## src/rtl/pipeline_credit_output_buffer.sv

```systemverilog
// Credit-managed output buffer for a valid-only pipeline.
//
// Upstream may launch into the pipeline only when a credit is available; each
// launch reserves one FIFO entry, so the pipeline result always has somewhere
// to land even though the pipeline itself cannot be stalled. The credit is
// returned when the downstream consumer pops the entry.
//
// Handshakes: issue fires when issue_valid && issue_ready; pop fires when
// out_valid && out_ready. issue_ready and out_valid are decoded from
// registered state only, so neither depends combinationally on any input.
// A ready seen without its matching valid (or vice versa) changes nothing.
module pipeline_credit_output_buffer #(
    parameter int WIDTH = 32,
    parameter int DEPTH = 4
) (
    input  logic                       clk,
    input  logic                       rst,
    input  logic                       issue_valid,
    output logic                       issue_ready,
    input  logic                       pipe_valid,
    input  logic [WIDTH-1:0]           pipe_data,
    output logic                       out_valid,
    output logic [WIDTH-1:0]           out_data,
    input  logic                       out_ready,
    output logic [$clog2(DEPTH+1)-1:0] credits,
    output logic                       overflow_err
);

    localparam int CW = $clog2(DEPTH + 1);
    localparam int PW = (DEPTH > 1) ? $clog2(DEPTH) : 1;
    localparam logic [CW-1:0] DEPTH_C = CW'(DEPTH);
    localparam logic [CW-1:0] ONE_C   = CW'(1);
    localparam logic [PW-1:0] PONE_C  = PW'(1);

    logic [WIDTH-1:0] mem [DEPTH];
    logic [PW-1:0]    rd_ptr;
    logic [PW-1:0]    wr_ptr;
    logic [CW-1:0]    count_q;
    logic [CW-1:0]    credits_q;
    logic             ovf_q;

    logic issue_fire;
    logic pop;
    logic full;
    logic push;
    logic drop;

    // Handshake and write-acceptance decode.
    always_comb begin
        issue_fire = issue_valid && (credits_q != '0);
        pop        = (count_q != '0) && out_ready;
        full       = (count_q == DEPTH_C);
        // A full FIFO still accepts a write when the head leaves this cycle.
        push       = pipe_valid && (!full || pop);
        drop       = pipe_valid && full && !pop;
    end

    assign issue_ready  = (credits_q != '0);
    assign out_valid    = (count_q != '0);
    assign out_data     = mem[rd_ptr];
    assign credits      = credits_q;
    assign overflow_err = ovf_q;

    // Credit counter: launches take a credit, pops give one back.
    always_ff @(posedge clk or posedge rst) begin
        if (rst) begin
            credits_q <= DEPTH_C;
        end else if (issue_fire && !pop) begin
            credits_q <= credits_q - ONE_C;
        end else if (pop && !issue_fire && (credits_q != DEPTH_C)) begin
            credits_q <= credits_q + ONE_C;
        end
    end

    // Occupancy and pointers; simultaneous push and pop advance both pointers.
    always_ff @(posedge clk or posedge rst) begin
        if (rst) begin
            count_q <= '0;
            rd_ptr  <= '0;
            wr_ptr  <= '0;
        end else begin
            if (push) begin
                wr_ptr <= wr_ptr + PONE_C;
            end
            if (pop) begin
                rd_ptr <= rd_ptr + PONE_C;
            end
            if (push && !pop) begin
                count_q <= count_q + ONE_C;
            end else if (pop && !push) begin
                count_q <= count_q - ONE_C;
            end
        end
    end

    // Storage is deliberately left un-reset; out_data is ignored while empty.
    always_ff @(posedge clk) begin
        if (push) begin
            mem[wr_ptr] <= pipe_data;
        end
    end

    // Sticky flag for a pipeline result arriving with nowhere to go.
    always_ff @(posedge clk or posedge rst) begin
        if (rst) begin
            ovf_q <= 1'b0;
        end else if (drop) begin
            ovf_q <= 1'b1;
        end
    end

endmodule

```

## config.mk

```make
export PLATFORM = sky130hd
export DESIGN_NAME = pipeline_credit_output_buffer
export DESIGN_NICKNAME = d
export VERILOG_FILES = /design/src/rtl/pipeline_credit_output_buffer.sv
export SDC_FILE = /design/constraint.sdc
export NUM_CORES = 1
export LEC_CHECK = 0
export CAP_MARGIN = 20
export CORE_AREA = 2 2 117 119
export DETAILED_ROUTE_END_ITERATION = 10
export DIE_AREA = 0 0 119 121
export DONT_BUFFER_PORTS = 1
export PLACE_DENSITY = 0.62
export SYNTH_ARGS = -nofsm -noshare
export SYNTH_HDL_FRONTEND = slang
export SYNTH_SLANG_ARGS = --single-unit
```

## constraint.sdc

```tcl
create_clock -name clk -period 6.22 [get_ports clk]
set_input_delay 1.555 -clock clk [delete_from_list [all_inputs] [get_ports clk]]
set_output_delay 1.555 -clock clk [all_outputs]
set_load 0.03 [all_outputs]
```

---- Word-level counts from Yosys, hierarchy flattened ----
Memories as Yosys holds them, arrays and structs flattened.
Cells that the tools add are included.
storage, ports and cells
  bits in registers ....................... 11
  RAM bits ................................ 128
  memories ................................ 1
  input port bits ......................... 37
  output and inout port bits .............. 38
memories
  memory  words  width  read ports  clocked after memory_dff  wr ports  RTL line  RTL
  mem     4      32     1           0                         1         35        logic [WIDTH-1:0] mem [DEPTH];
cells by class
  mux-type cells .......................... 6
  add/subtract/negate cells ............... 6
  equal/unequal tests ..................... 2
  reductions and logical operators ........ 19
operators with widths
  kind                 count
  $mux 3               4
  $logic_and 1x1->1    10
  $add 3x1->3 const B  2
  $reduce_bool 3->1    2
  $sub 3x1->3 const B  2
  $add 2x1->2 const B  2
  $logic_not 1->1      4
  $reduce_bool 2->1    2
  $eq 3x3->1 const B   1
  $ne 3x3->1 const B   1
  $mux 1               2
  $logic_or 1x1->1     1

---- Longest topological paths before layout ----
Gate-level depths: netlist of run 1.
  depth in word-level cells ............... 8
  depth in mapped cells ................... 9
  depth with buffers taken out ............ 8

---- Worst setup path before layout of run 1 ----
OpenSTA, ideal clock, no wires.
  path type ............................... input-to-reg
  from .................................... input out_ready
  to ...................................... memory mem[0][0] (enable)
  data arrival time ....................... 2.762 ns
  cell stages on the path ................. 4
  slack ................................... 3.066 ns
  library setup time ...................... 0.392 ns
  required time ........................... 5.828 ns
  path through ............................ nor4b_1 > nor2b_1 > clkbuf_1 > and2_1
on the way
  word-level cells in the longest chain between the ends .. 5
ends and longest elaborated chain
  element                       RTL line  RTL
  start: declaration            24        input logic out_ready,
  $logic_and 1x1->1             51        pop = (count_q != '0) && out_ready;
  $logic_or 1x1->1              54        push = pipe_valid && (!full || pop);
  $logic_and 1x1->1             54
  net push                      45        logic push;
  $mux 1                        98        if (push) begin
  $mux 1 (not written as such)  99        mem[wr_ptr] <= pipe_data;
  end: declaration              35
The timed path passes the listed nets, and every way through them passes these cells.

---- Worst setup path after layout of run 1 ----
  from .................................... register rd_ptr[0]
  to ...................................... output out_data[14]
on the way
  word-level cells in the longest chain between the ends .. 1
ends and longest elaborated chain
  element                   RTL line  RTL
  start: declaration        36        logic [PW-1:0] rd_ptr;
  start signal: assignment  86        rd_ptr <= rd_ptr + PONE_C;
  $mem_v2 4x32              --
  end: declaration          23        output logic [WIDTH-1:0] out_data,
No other way between the ends.

==> metrics.txt, run 1 <==
# TYPE chip_impl_metric gauge
chip_impl_metric{name="place.detailed.instances",unit=""} 402
chip_impl_info{name="critPathCapture",value="out_data[14]"} 1
chip_impl_info{name="tritoncts_clock_tree",value="built"} 1
chip_impl_metric{name="net_count_of_the_mapped_netlist",unit=""} 279
chip_impl_metric{name="path_clk_slew",unit="ns"} 0.06
chip_impl_metric{name="post_synth_inst_count",unit=""} 235
chip_impl_info{name="synth_top_family_by_area",value="multiplexers"} 1
chip_impl_metric{name="yosys_register_bits",unit=""} 139
chip_impl_metric{name="placementRows",unit=""} 42
chip_impl_metric{name="layout-drive-gt1-share",unit="%"} 27.13
chip_impl_metric{name="post_cts_buffers",unit=""} 0
chip_impl_metric{name="layoutNonFillerInstCount",unit=""} 434
chip_impl_metric{name="skew",unit="ns"} 0.006669
chip_impl_metric{name="synthesis.area_per_instance",unit="um^2"} 22.60
chip_impl_info{name="timing.rr.start",value="credits[0]$_DFFE_PP0P_"} 1
chip_impl_metric{name="synthesized_area_fraction_occupied_by_and_or_nand_nor_cells",unit="%"} 2.074
chip_impl_metric{name="worstMarginPinSlew",unit="ns"} 0.8804
chip_impl_metric{name="via_count_of_the_first_global_routing_pass",unit=""} 2435
chip_impl_metric{name="r2r.worst_path.cells",unit=""} 6
chip_impl_metric{name="floorplan.core_area",unit="mm^2"} 0.01309
chip_impl_metric{name="numClockSinks",unit=""} 139
chip_impl_metric{name="synth.yosys.warnings",unit=""} 0
chip_impl_metric{name="syn_to_final_growth",unit="%"} 13.88
chip_impl_metric{name="fin_crit_sh",unit="%"} 59.81
chip_impl_info{name="worstSetupPathType",value="flop to output port"} 1
chip_impl_metric{name="antenna_found_initial",unit=""} 0
chip_impl_metric{name="final_nets",unit=""} 289
chip_impl_metric{name="detailroute.via_count",unit=""} 2247
chip_impl_metric{name="routabilityCongestion",unit=""} 0.6401
chip_impl_metric{name="power.ir.vdd_worst",unit="uV"} 206.7
chip_impl_info{name="ff_to_ff_end",value="credits[2]$_DFFE_PP1P_"} 1
chip_impl_metric{name="power_density",unit="mW/mm^2"} 538.1
chip_impl_metric{name="maxCapViolations",unit=""} 0
chip_impl_info{name="worstHoldPathType",value="flop to flop"} 1
chip_impl_metric{name="place.detailed.hpwl",unit="mm"} 5.410
chip_impl_metric{name="critPathMaxFanout",unit=""} 27
chip_impl_metric{name="report.final.hold_viol_count",unit=""} 0
chip_impl_metric{name="totalNegativeSetupSlack",unit="ns"} 0
chip_impl_metric{name="cts_hold_repair.buffers",unit=""} 0
chip_impl_metric{name="period_minus_slack",unit="ns"} 3.720
chip_impl_metric{name="floorplan.initialDensity",unit="%"} 40.58
chip_impl_metric{name="synth_xor_xnor_area_share",unit="%"} 1.320
chip_impl_metric{name="max-slew-margin-rel",unit="%"} 41.31
chip_impl_metric{name="place.port_buffers",unit=""} 0
chip_impl_metric{name="grt_max_degree",unit=""} 34
chip_impl_metric{name="floorplan.die.width",unit="um"} 119
chip_impl_metric{name="synth_area",unit="mm^2"} 0.005310
chip_impl_metric{name="worst_skew_pair.late_latency",unit="ns"} 0.41
chip_impl_metric{name="route.detailed.drc",unit=""} 0
chip_impl_metric{name="grt.overflow.total",unit=""} 0
chip_impl_metric{name="first_iter_violations",unit=""} 100
chip_impl_info{name="worstSetupStartpointType",value="flop"} 1
chip_impl_metric{name="grt_use_total",unit="%"} 13.59
chip_impl_metric{name="max_slew_violations",unit=""} 0
chip_impl_metric{name="synth-seq-area-share",unit="%"} 77.59
chip_impl_metric{name="die_area",unit="mm^2"} 0.01440
chip_impl_metric{name="yosys.area_share.adder",unit="%"} 1.932
chip_impl_metric{name="fin_hold_ws",unit="ns"} 0.5293
chip_impl_info{name="critPathLaunch",value="rd_ptr[0]$_DFFE_PP0N_"} 1
chip_impl_metric{name="h-tree-depth",unit=""} 4
chip_impl_metric{name="floorplan.die.height",unit="um"} 121
chip_impl_metric{name="arrival",unit="ns"} 2.16
chip_impl_metric{name="first_pass_iters",unit=""} 4
chip_impl_metric{name="detail-route-antenna-nets",unit=""} 0
chip_impl_metric{name="boundaryPins",unit=""} 75
chip_impl_metric{name="routed_wl",unit="mm"} 9.118
chip_impl_metric{name="cts_resized",unit=""} 0
chip_impl_metric{name="max_clock_freq",unit="MHz"} 268.8
chip_impl_metric{name="number_of_buffers_created_by_cts",unit=""} 17
chip_impl_metric{name="worst-r2r-setup-slack",unit="ns"} 3.88
chip_impl_metric{name="yosysUniqueCellTypes",unit=""} 31
chip_impl_metric{name="cts_buffer_depth",unit=""} 2
chip_impl_metric{name="setup_viol",unit=""} 0
chip_impl_metric{name="synth_mux_area_share",unit="%"} 13.78
chip_impl_metric{name="wire_per_inst",unit="um"} 21.01
chip_impl_metric{name="diodes",unit=""} 0
chip_impl_info{name="critical_path.endpoint_type",value="output port"} 1
chip_impl_info{name="grt_setup_unrepaired",value="false"} 1
chip_impl_metric{name="power.static_leakage",unit="uW"} 0.001958
chip_impl_metric{name="cp_data_required_time",unit="ns"} 4.66
chip_impl_metric{name="global_route_wire_length_before_repair",unit="mm"} 13.86
chip_impl_metric{name="avgViaCountPerCell",unit=""} 5.177
chip_impl_info{name="clk_root_buffer_cell",value="sky130_fd_sc_hd__clkbuf_16"} 1
chip_impl_metric{name="synth_compound_area_share",unit="%"} 1.626
chip_impl_info{name="status",value="finished clean"} 1
==> state kept, by name (all words and copies together), names as in the netlist <==
name,flops
count_q,3
wr_ptr,2
credits,3
overflow_err,1
rd_ptr,2
mem,128
==> layout make-up <==
| cell class | count | area, um^2 |
|---|---|---|
| clock buffer | 18 | 429.2 |
| fill | 1073 | 7038 |
| timing repair buffer | 1 | 7.507 |
| tap | 176 | 220.2 |
| sequential | 139 | 4123 |
| multi-input combinational | 79 | 1106 |
| inverter | 7 | 31.28 |
| clock inverter | 14 | 130.1 |
==> Yosys cell counts <==
cell	instances	area, um^2
sky130_fd_sc_hd__o211ai_1	3	22.52
sky130_fd_sc_hd__inv_1	6	22.52
sky130_fd_sc_hd__mux2_2	1	11.26
sky130_fd_sc_hd__o21ai_0	1	5.000
sky130_fd_sc_hd__o21ai_1	1	5.000
sky130_fd_sc_hd__buf_4	4	30.03
sky130_fd_sc_hd__a21o_1	2	15.01
sky130_fd_sc_hd__dfrtp_1	10	250.2
sky130_fd_sc_hd__buf_2	4	20.02
sky130_fd_sc_hd__nor4b_1	1	8.760
sky130_fd_sc_hd__nor2_1	1	3.750
sky130_fd_sc_hd__nand2_1	5	18.77
sky130_fd_sc_hd__edfxtp_1	128	3844
sky130_fd_sc_hd__clkbuf_1	2	7.510
sky130_fd_sc_hd__o31a_4	1	17.52
sky130_fd_sc_hd__xor2_1	2	17.52
sky130_fd_sc_hd__ha_1	5	62.56
sky130_fd_sc_hd__o2111ai_1	1	8.760
sky130_fd_sc_hd__nor2b_1	1	6.260
sky130_fd_sc_hd__dfstp_2	1	26.28
sky130_fd_sc_hd__or3_2	1	7.510
sky130_fd_sc_hd__mux4_2	32	720.7
sky130_fd_sc_hd__or3_1	2	12.51
sky130_fd_sc_hd__a31oi_1	2	12.51
sky130_fd_sc_hd__nand2b_1	1	6.260
sky130_fd_sc_hd__nor4_1	1	6.260
sky130_fd_sc_hd__xnor2_1	6	52.55
sky130_fd_sc_hd__fa_1	2	40.04
sky130_fd_sc_hd__and2_1	4	25.02
sky130_fd_sc_hd__inv_6	1	8.760
sky130_fd_sc_hd__nand3_1	3	15.01
==> placed cells by master (no fill, tap or decap), drive strengths merged, types with 2 or more instances in the layout <==
cell type  instances
mux4              32
a21o               2
dfrtp             10
clkinvlp           2
nand3              3
or3                3
edfxtp           128
bufinv             2
ha                 5
o211ai             3
nand2              5
clkinv            10
fa                 2
inv                7
clkbuf            18
and2               4
xor2               2
xnor2              6
o21ai              2
a31oi              2
==> power breakdown <==
group          total [uW]  switching, uW  internal, uW
Clock                 937            355           582
Sequential           1400            158          1250
Combinational         913            597           316
Total                3250           1110          2140
==> worst max-delay path: stages (launching register included) <==
cell                      delay (ns)
sky130_fd_sc_hd__dfrtp_2        0.50
sky130_fd_sc_hd__buf_4          0.52
sky130_fd_sc_hd__mux4_2         0.70
==> routing by layer <==
| layer | vias to the layer above | track usage (%) | part of all wire, % |
|---|---|---|---|
| met5 | - | 0 | 0 |
| met4 | 0 | 4.464 | 0.59 |
| met2 | 71 | 22.13 | 52 |
| li1 | 985 | - | - |
| met3 | 6 | 7.895 | 9.3 |
| met1 | 1185 | 14.99 | 38 |
==> cell families after synthesis <==
| family | after synthesis |
|---|---|
| flip-flops | 139 |
| adder cells (fa/ha/maj) | 7 |
| AND/OR/NAND/NOR | 20 |
| XOR/XNOR | 8 |
| AO/OA/AOI/OAI | 11 |
| multiplexers | 33 |
| buffers and inverters | 17 |
==> metrics by stage <==
stage	utilization, %	total power [uW]	setup WS (ns)	instance area [um^2]
6_report	46.21	3254	2.500	6047
5_1_grt	46.21	3411	2.323	6047
4_1_cts	46.21	3315	2.411	6047
3_5_place_dp	41.94	2365	2.859	5488
3_3_place_gp	41.94	2345	2.877	5488
2_1_floorplan	-	2197	3.066	5310
==> worst min-delay path by stage <==
| stage | start | end | slack [ns] | cells after the start |
|---|---|---|---|---|
| final | count_q[2]$_DFFE_PP0P_ | count_q[2]$_DFFE_PP0P_ | 0.53 | 1 |
| after global routing | count_q[2]$_DFFE_PP0P_ | count_q[2]$_DFFE_PP0P_ | 0.56 | 1 |
| after CTS | count_q[2]$_DFFE_PP0P_ | count_q[2]$_DFFE_PP0P_ | 0.53 | 1 |
| after detailed placement | count_q[2]$_DFFE_PP0P_ | count_q[2]$_DFFE_PP0P_ | 0.52 | 1 |
| after global placement | count_q[2]$_DFFE_PP0P_ | count_q[2]$_DFFE_PP0P_ | 0.51 | 1 |
| after floorplan | count_q[2]$_DFFE_PP0P_ | count_q[2]$_DFFE_PP0P_ | 0.49 | 1 |
No activity file was read; power rests on OpenSTA's default activity.
==> run 2, diff against run 1 <==
- PLACE_DENSITY: 0.62 -> 0.64
- clock period: 6.22 -> 3.2 ns (I/O delays scaled with it)
==> run 2 against run 1 <==
Effect of this change: core utilization increased by 0.96 points; cell count increased by 1.2%; largest power group unchanged; combinational power rose by 120%; register-to-register slack worse by 3.0 ns; sequential power increased by 87%; die area is the same; total power increased by 100%; flip-flop and latch count stayed put; non-clock buffer count is 5 higher.
==> metrics.txt, run 2 (synthesis gave the netlist of run 1 again) <==
# TYPE chip_impl_metric gauge
chip_impl_info{name="status",value="finished clean"} 1
chip_impl_metric{name="layout-drive-gt1-share",unit="%"} 29.28
chip_impl_metric{name="route.detailed.drc",unit=""} 0
chip_impl_info{name="layout_common_cells",value="sky130_fd_sc_hd__edfxtp_1, sky130_fd_sc_hd__mux4_2, sky130_fd_sc_hd__clkbuf_16"} 1
chip_impl_metric{name="post_cts_buffers",unit=""} 0
chip_impl_metric{name="skew",unit="ns"} 0.01277
chip_impl_metric{name="max_slew_violations",unit=""} 0
chip_impl_info{name="grt_setup_unrepaired",value="false"} 1
chip_impl_metric{name="fin_total_pwr",unit="uW"} 6504
chip_impl_metric{name="numClockSinks",unit=""} 139
chip_impl_metric{name="boundaryPins",unit=""} 75
chip_impl_metric{name="routed_wl",unit="mm"} 9.139
chip_impl_metric{name="worst-r2r-setup-slack",unit="ns"} 0.85
chip_impl_metric{name="detail-route-antenna-nets",unit=""} 0
chip_impl_metric{name="period_minus_slack",unit="ns"} 2.561
chip_impl_metric{name="r2r.worst_path.cells",unit=""} 6
chip_impl_metric{name="max_clock_freq",unit="MHz"} 390.5
chip_impl_metric{name="h-tree-depth",unit=""} 4
chip_impl_metric{name="power.static_leakage",unit="uW"} 0.002008
chip_impl_metric{name="cts_buffer_depth",unit=""} 2
chip_impl_info{name="worstSetupPathType",value="flop to output port"} 1
chip_impl_metric{name="place.detailed.hpwl",unit="mm"} 5.692
chip_impl_info{name="ff_to_ff_end",value="credits[2]$_DFFE_PP1P_"} 1
chip_impl_metric{name="cts_hold_repair.buffers",unit=""} 0
chip_impl_metric{name="fin_crit_sh",unit="%"} 80.03
chip_impl_metric{name="first_iter_violations",unit=""} 136
chip_impl_info{name="clk_root_buffer_cell",value="sky130_fd_sc_hd__clkbuf_16"} 1
chip_impl_metric{name="number_of_buffers_created_by_cts",unit=""} 17
chip_impl_metric{name="max_ffs_per_register",unit=""} 128
chip_impl_info{name="top_register",value="mem"} 1
chip_impl_metric{name="grt_use_total",unit="%"} 13.70
chip_impl_metric{name="worstMarginPinSlew",unit="ns"} 0.5043
chip_impl_metric{name="floorplan.core_area",unit="mm^2"} 0.01309
chip_impl_metric{name="placementRows",unit=""} 42
chip_impl_metric{name="wire_per_inst",unit="um"} 20.82
chip_impl_metric{name="power_density",unit="mW/mm^2"} 1054
chip_impl_info{name="worstHoldPathType",value="input pin to asynchronous set/reset pin"} 1
chip_impl_metric{name="grt_max_degree",unit=""} 35
chip_impl_metric{name="path_clk_slew",unit="ns"} 0.06
chip_impl_metric{name="final_nets",unit=""} 294
chip_impl_metric{name="syn_to_final_growth",unit="%"} 16.23
chip_impl_metric{name="detailroute.via_count",unit=""} 2267
chip_impl_info{name="worstSetupStartpointType",value="flop"} 1
chip_impl_info{name="critical_path.endpoint_type",value="output port"} 1
chip_impl_metric{name="maxCapViolations",unit=""} 0
chip_impl_info{name="mostFrequentLayoutCell",value="sky130_fd_sc_hd__edfxtp_1"} 1
chip_impl_metric{name="first_pass_iters",unit=""} 4
chip_impl_metric{name="totalNegativeSetupSlack",unit="ns"} 0
chip_impl_metric{name="diodes",unit=""} 0
chip_impl_metric{name="avgViaCountPerCell",unit=""} 5.164
chip_impl_metric{name="cp_data_required_time",unit="ns"} 2.40
chip_impl_metric{name="place.port_buffers",unit=""} 0
chip_impl_metric{name="floorplan.die.width",unit="um"} 119
chip_impl_metric{name="final.fill_count",unit=""} 1064
chip_impl_metric{name="die_area",unit="mm^2"} 0.01440
chip_impl_metric{name="arrival",unit="ns"} 1.76
chip_impl_metric{name="power.ir.vdd_worst",unit="uV"} 428.0
chip_impl_metric{name="floorplan.initialDensity",unit="%"} 40.58
chip_impl_metric{name="antenna_found_initial",unit=""} 0
chip_impl_metric{name="floorplan.die.height",unit="um"} 121
chip_impl_info{name="timing.rr.start",value="credits[0]$_DFFE_PP0P_"} 1
chip_impl_metric{name="max-slew-margin-rel",unit="%"} 66.38
chip_impl_metric{name="critPathMaxFanout",unit=""} 34
chip_impl_metric{name="worst_skew_pair.late_latency",unit="ns"} 0.42
chip_impl_metric{name="cts_resized",unit=""} 0
chip_impl_metric{name="setup_viol",unit=""} 0
chip_impl_metric{name="global_route_wire_length_before_repair",unit="mm"} 14.09
chip_impl_metric{name="via_count_of_the_first_global_routing_pass",unit=""} 2461
chip_impl_metric{name="grt.overflow.total",unit=""} 0
chip_impl_metric{name="report.final.hold_viol_count",unit=""} 0
chip_impl_info{name="tritoncts_clock_tree",value="built"} 1
chip_impl_metric{name="routabilityCongestion",unit=""} 0.6524
[run 2: critical path, cell delays in order, from the launching register on]
cell and delay, ns:
sky130_fd_sc_hd__dfrtp_2 0.37, sky130_fd_sc_hd__buf_12 0.27, sky130_fd_sc_hd__mux4_2 0.67
[run 2: metal layers]
metal	routed length [um]	share of wire (%)	global-route usage (%)
met5	0	0	0
met1	3630	40	15.38
met3	602	6.6	5.733
met2	4738	52	22.63
met4	168	1.8	6.696
[run 2: where the power goes]
part | internal (uW) | switching (uW) | total (uW)
Clock | 1210 | 703 | 1920
Sequential | 2420 | 200 | 2620
Combinational | 686 | 1290 | 1970
[run 2: worst max-delay path by stage]
stage	cells after the start	from	slack, ns	endpoint
global placement	6	out_ready	0.78	count_q[1]$_DFFE_PP0P_
global route	2	rd_ptr[0]$_DFFE_PP0N_	0.57	out_data[12]
CTS	2	rd_ptr[0]$_DFFE_PP0N_	0.60	out_data[12]
detailed placement	6	out_ready	0.73	count_q[1]$_DFFE_PP0P_
finish	2	rd_ptr[0]$_DFFE_PP0N_	0.64	out_data[12]
floorplan	4	out_ready	0.80	mem[0][0]$_DFFE_PP_
[run 2: layout make-up]
type | instances | area, um^2 | share of cell area, %
Tap cell | 176 | 220.2 | 3.568
Clock buffer | 19 | 432.9 | 7.014
Multi-Input combinational cell | 79 | 1106 | 17.92
Sequential cell | 139 | 4123 | 66.79
Inverter | 7 | 31.28 | 0.5068
Timing Repair Buffer | 6 | 107.6 | 1.743
Clock inverter | 13 | 151.4 | 2.453
[run 2: stage by stage]
| stage | hold WS, ns | worst slack (ns) | utilization [%] | std cells | cell area, um^2 |
|---|---|---|---|---|---|
| floorplan | 0.4858 | 0.8013 | - | 235 | 5310 |
| global placement | 0.5254 | 0.7837 | 42.70 | 407 | 5588 |
| detailed placement | 0.5289 | 0.7318 | 42.70 | 407 | 5588 |
| CTS | 0.2744 | 0.5974 | 47.17 | 439 | 6172 |
| global route | 0.2965 | 0.5693 | 47.17 | 439 | 6172 |
| finish | 0.2792 | 0.6390 | 47.17 | 439 | 6172 |
==> run 3, diff against run 2 <==
- clock period: 3.2 -> 2.2 ns (I/O delays scaled with it)
==> run 3 against run 2 <==
Effect of this change: the run now ends with setup timing left; clock skew decreased by 0.0075 ns; flip-flop and latch count stayed put; clock power is 44% higher; global-route usage grew 0.55 points; register-to-register slack got worse by 0.77 ns; worst setup slack got worse by 0.72 ns; largest power group unchanged; combinational power up 73%.
==> metrics.txt, run 3 (synthesis gave the netlist of run 1 again) <==
# TYPE chip_impl_metric gauge
chip_impl_metric{name="max-slew-margin-rel",unit="%"} 69.51
chip_impl_metric{name="multi_input_area",unit="mm^2"} 0.001131
chip_impl_metric{name="skew",unit="ns"} 0.005297
chip_impl_metric{name="layout-drive-gt1-share",unit="%"} 36.65
chip_impl_metric{name="place.detailed.hpwl",unit="mm"} 5.854
chip_impl_metric{name="die_area",unit="mm^2"} 0.01440
chip_impl_metric{name="final.fill_count",unit=""} 1067
chip_impl_metric{name="floorplan.initialDensity",unit="%"} 40.58
chip_impl_info{name="status",value="finished with violations"} 1
chip_impl_metric{name="routabilityCongestion",unit=""} 0.7603
chip_impl_info{name="layout_common_cells",value="sky130_fd_sc_hd__edfxtp_1, sky130_fd_sc_hd__mux4_2, sky130_fd_sc_hd__clkbuf_16"} 1
chip_impl_metric{name="grt.overflow.total",unit=""} 0
chip_impl_info{name="timing.critical_path.max_delay_family",value="multiplexers"} 1
chip_impl_metric{name="setup_viol",unit=""} 32
chip_impl_metric{name="syn_to_final_growth",unit="%"} 20.17
chip_impl_metric{name="floorplan.die.width",unit="um"} 119
chip_impl_metric{name="maxCapViolations",unit=""} 0
chip_impl_metric{name="finalCoreUtilization",unit="%"} 48.77
chip_impl_metric{name="max_slew_violations",unit=""} 0
chip_impl_info{name="worstHoldPathType",value="input pin to asynchronous set/reset pin"} 1
chip_impl_metric{name="r2r.worst_path.cells",unit=""} 7
chip_impl_info{name="worstSetupPathType",value="flop to output port"} 1
chip_impl_metric{name="routed_wl",unit="mm"} 9.612
chip_impl_metric{name="route.detailed.drc",unit=""} 0
chip_impl_metric{name="fin_crit_sh",unit="%"} 103.6
chip_impl_metric{name="detail-route-antenna-nets",unit=""} 0
chip_impl_info{name="path_cells",value="buf_12 -> clkbuf_16 -> mux4_2"} 1
chip_impl_metric{name="cp_data_required_time",unit="ns"} 1.65
chip_impl_info{name="failed_checks",value="setup timing"} 1
chip_impl_info{name="grt_setup_unrepaired",value="true"} 1
chip_impl_metric{name="via_count_of_the_first_global_routing_pass",unit=""} 2615
chip_impl_info{name="ff_to_ff_end",value="credits[2]$_DFFE_PP1P_"} 1
chip_impl_metric{name="first_pass_iters",unit=""} 4
chip_impl_metric{name="power_density",unit="mW/mm^2"} 1549
chip_impl_metric{name="final_nets",unit=""} 313
chip_impl_metric{name="antenna_found_initial",unit=""} 0
chip_impl_metric{name="diodes",unit=""} 0
chip_impl_info{name="worstSetupStartpointType",value="flop"} 1
chip_impl_metric{name="grt_max_degree",unit=""} 24
chip_impl_metric{name="power.static_leakage",unit="uW"} 0.002127
chip_impl_metric{name="avgViaCountPerCell",unit=""} 5.147
chip_impl_metric{name="period_minus_slack",unit="ns"} 2.279
chip_impl_info{name="critical_path.endpoint_type",value="output port"} 1
chip_impl_metric{name="number_of_buffers_created_by_cts",unit=""} 17
chip_impl_metric{name="wire_per_inst",unit="um"} 21.03
chip_impl_metric{name="place.port_buffers",unit=""} 0
chip_impl_metric{name="critical_path.max_stage_delay",unit="ns"} 0.63
chip_impl_metric{name="arrival",unit="ns"} 1.73
chip_impl_metric{name="floorplan.die.height",unit="um"} 121
chip_impl_info{name="critPathLaunch",value="rd_ptr[0]$_DFFE_PP0N_"} 1
chip_impl_metric{name="max_clock_freq",unit="MHz"} 438.7
chip_impl_metric{name="report.final.hold_viol_count",unit=""} 0
chip_impl_metric{name="grt_use_total",unit="%"} 14.25
chip_impl_metric{name="cts_buffer_depth",unit=""} 2
chip_impl_metric{name="worst_setup_margin",unit="ns"} -0.07923
chip_impl_metric{name="fin_hold_ws",unit="ns"} 0.02543
chip_impl_metric{name="worstMarginPinSlew",unit="ns"} 0.4568
chip_impl_metric{name="max_ffs_per_register",unit=""} 128
chip_impl_metric{name="boundaryPins",unit=""} 75
chip_impl_info{name="tritoncts_clock_tree",value="built"} 1
chip_impl_metric{name="first_iter_violations",unit=""} 124
chip_impl_info{name="crit_path_top_delay_cell",value="sky130_fd_sc_hd__mux4_2"} 1
chip_impl_metric{name="global_route_wire_length_before_repair",unit="mm"} 14.48
chip_impl_info{name="top_register",value="mem"} 1
chip_impl_metric{name="critPathMaxFanout",unit=""} 6
chip_impl_metric{name="power.ir.vdd_worst",unit="uV"} 820.1
chip_impl_metric{name="crit_buf_inv",unit=""} 2
chip_impl_metric{name="worst-r2r-setup-slack",unit="ns"} 0.08
chip_impl_metric{name="numClockSinks",unit=""} 139
chip_impl_info{name="clk_root_buffer_cell",value="sky130_fd_sc_hd__clkbuf_16"} 1
chip_impl_info{name="timing.rr.start",value="count_q[1]$_DFFE_PP0P_"} 1
chip_impl_metric{name="floorplan.core_area",unit="mm^2"} 0.01309
chip_impl_metric{name="detailroute.via_count",unit=""} 2352
chip_impl_metric{name="cts_hold_repair.buffers",unit=""} 0
chip_impl_metric{name="regArea",unit="mm^2"} 0.004124
chip_impl_metric{name="placementRows",unit=""} 42
chip_impl_info{name="mostFrequentLayoutCell",value="sky130_fd_sc_hd__edfxtp_1"} 1
chip_impl_metric{name="h-tree-depth",unit=""} 4
chip_impl_metric{name="worst_skew_pair.late_latency",unit="ns"} 0.42
chip_impl_metric{name="path_clk_slew",unit="ns"} 0.06
-- run 3: how the worst max path moves through the flow --
| stage | endpoint | slack (ns) | depth (start not counted) |
|---|---|---|---|
| 2_1_floorplan | credits[2]$_DFFE_PP1P_ | 0.03 | 6 |
| 3_3_place_gp | credits[2]$_DFFE_PP1P_ | 0.11 | 7 |
| 3_5_place_dp | credits[2]$_DFFE_PP1P_ | 0.02 | 7 |
| 4_1_cts | out_data[8] | -0.12 | 2 |
| 5_1_grt | out_data[31] | -0.14 | 3 |
| 6_report | out_data[31] | -0.08 | 3 |
-- run 3: layout make-up --
type / instances / area share [%]
clock buffer: 17 / 6.667
clock inverter: 14 / 2.431
inverter: 7 / 0.4902
multi-input combinational: 79 / 17.73
sequential: 139 / 64.63
tap: 176 / 3.451
timing repair buffer: 25 / 4.608
-- run 3: metal layers --
layer / wire, um / vias to the layer above / share of wire (%) / track usage, %
met4: 208 / 0 / 2.2 / 7.217
met5: 0 / - / 0 / 0
met3: 668 / 17 / 6.9 / 6.344
met2: 4898 / 72 / 51 / 24.07
li1: - / 1034 / - / -
met1: 3836 / 1229 / 40 / 15.16
-- run 3: repair_timing --
item | in CTS | in global routing
setup buffers | 0 | 3
endpoints found under the setup margin | 32 | 33
gates resized for setup | 1 | 8
pin swaps | 0 | 3
endpoints found under the hold margin | 0 | 0
gates cloned | 0 | 4
-- run 3: per-stage QoR --
stage | power [uW] | setup WS (ns) | area, um^2 | TNS (ns) | cells
6_report | 9882 | -0.07923 | 6381 | -1.772 | 457
5_1_grt | 10370 | -0.1438 | 6381 | -3.893 | 457
4_1_cts | 9724 | -0.1240 | 6225 | -2.950 | 450
3_3_place_gp | 6847 | 0.1076 | 5640 | 0 | 419
3_5_place_dp | 6926 | 0.02448 | 5640 | 0 | 419
2_1_floorplan | 6213 | 0.02785 | 5310 | 0 | 235
-- run 3: power breakdown --
part / internal [uW] / switching (uW)
clock network: 1750 / 1020
registers: 3520 / 201
logic: 1310 / 2080
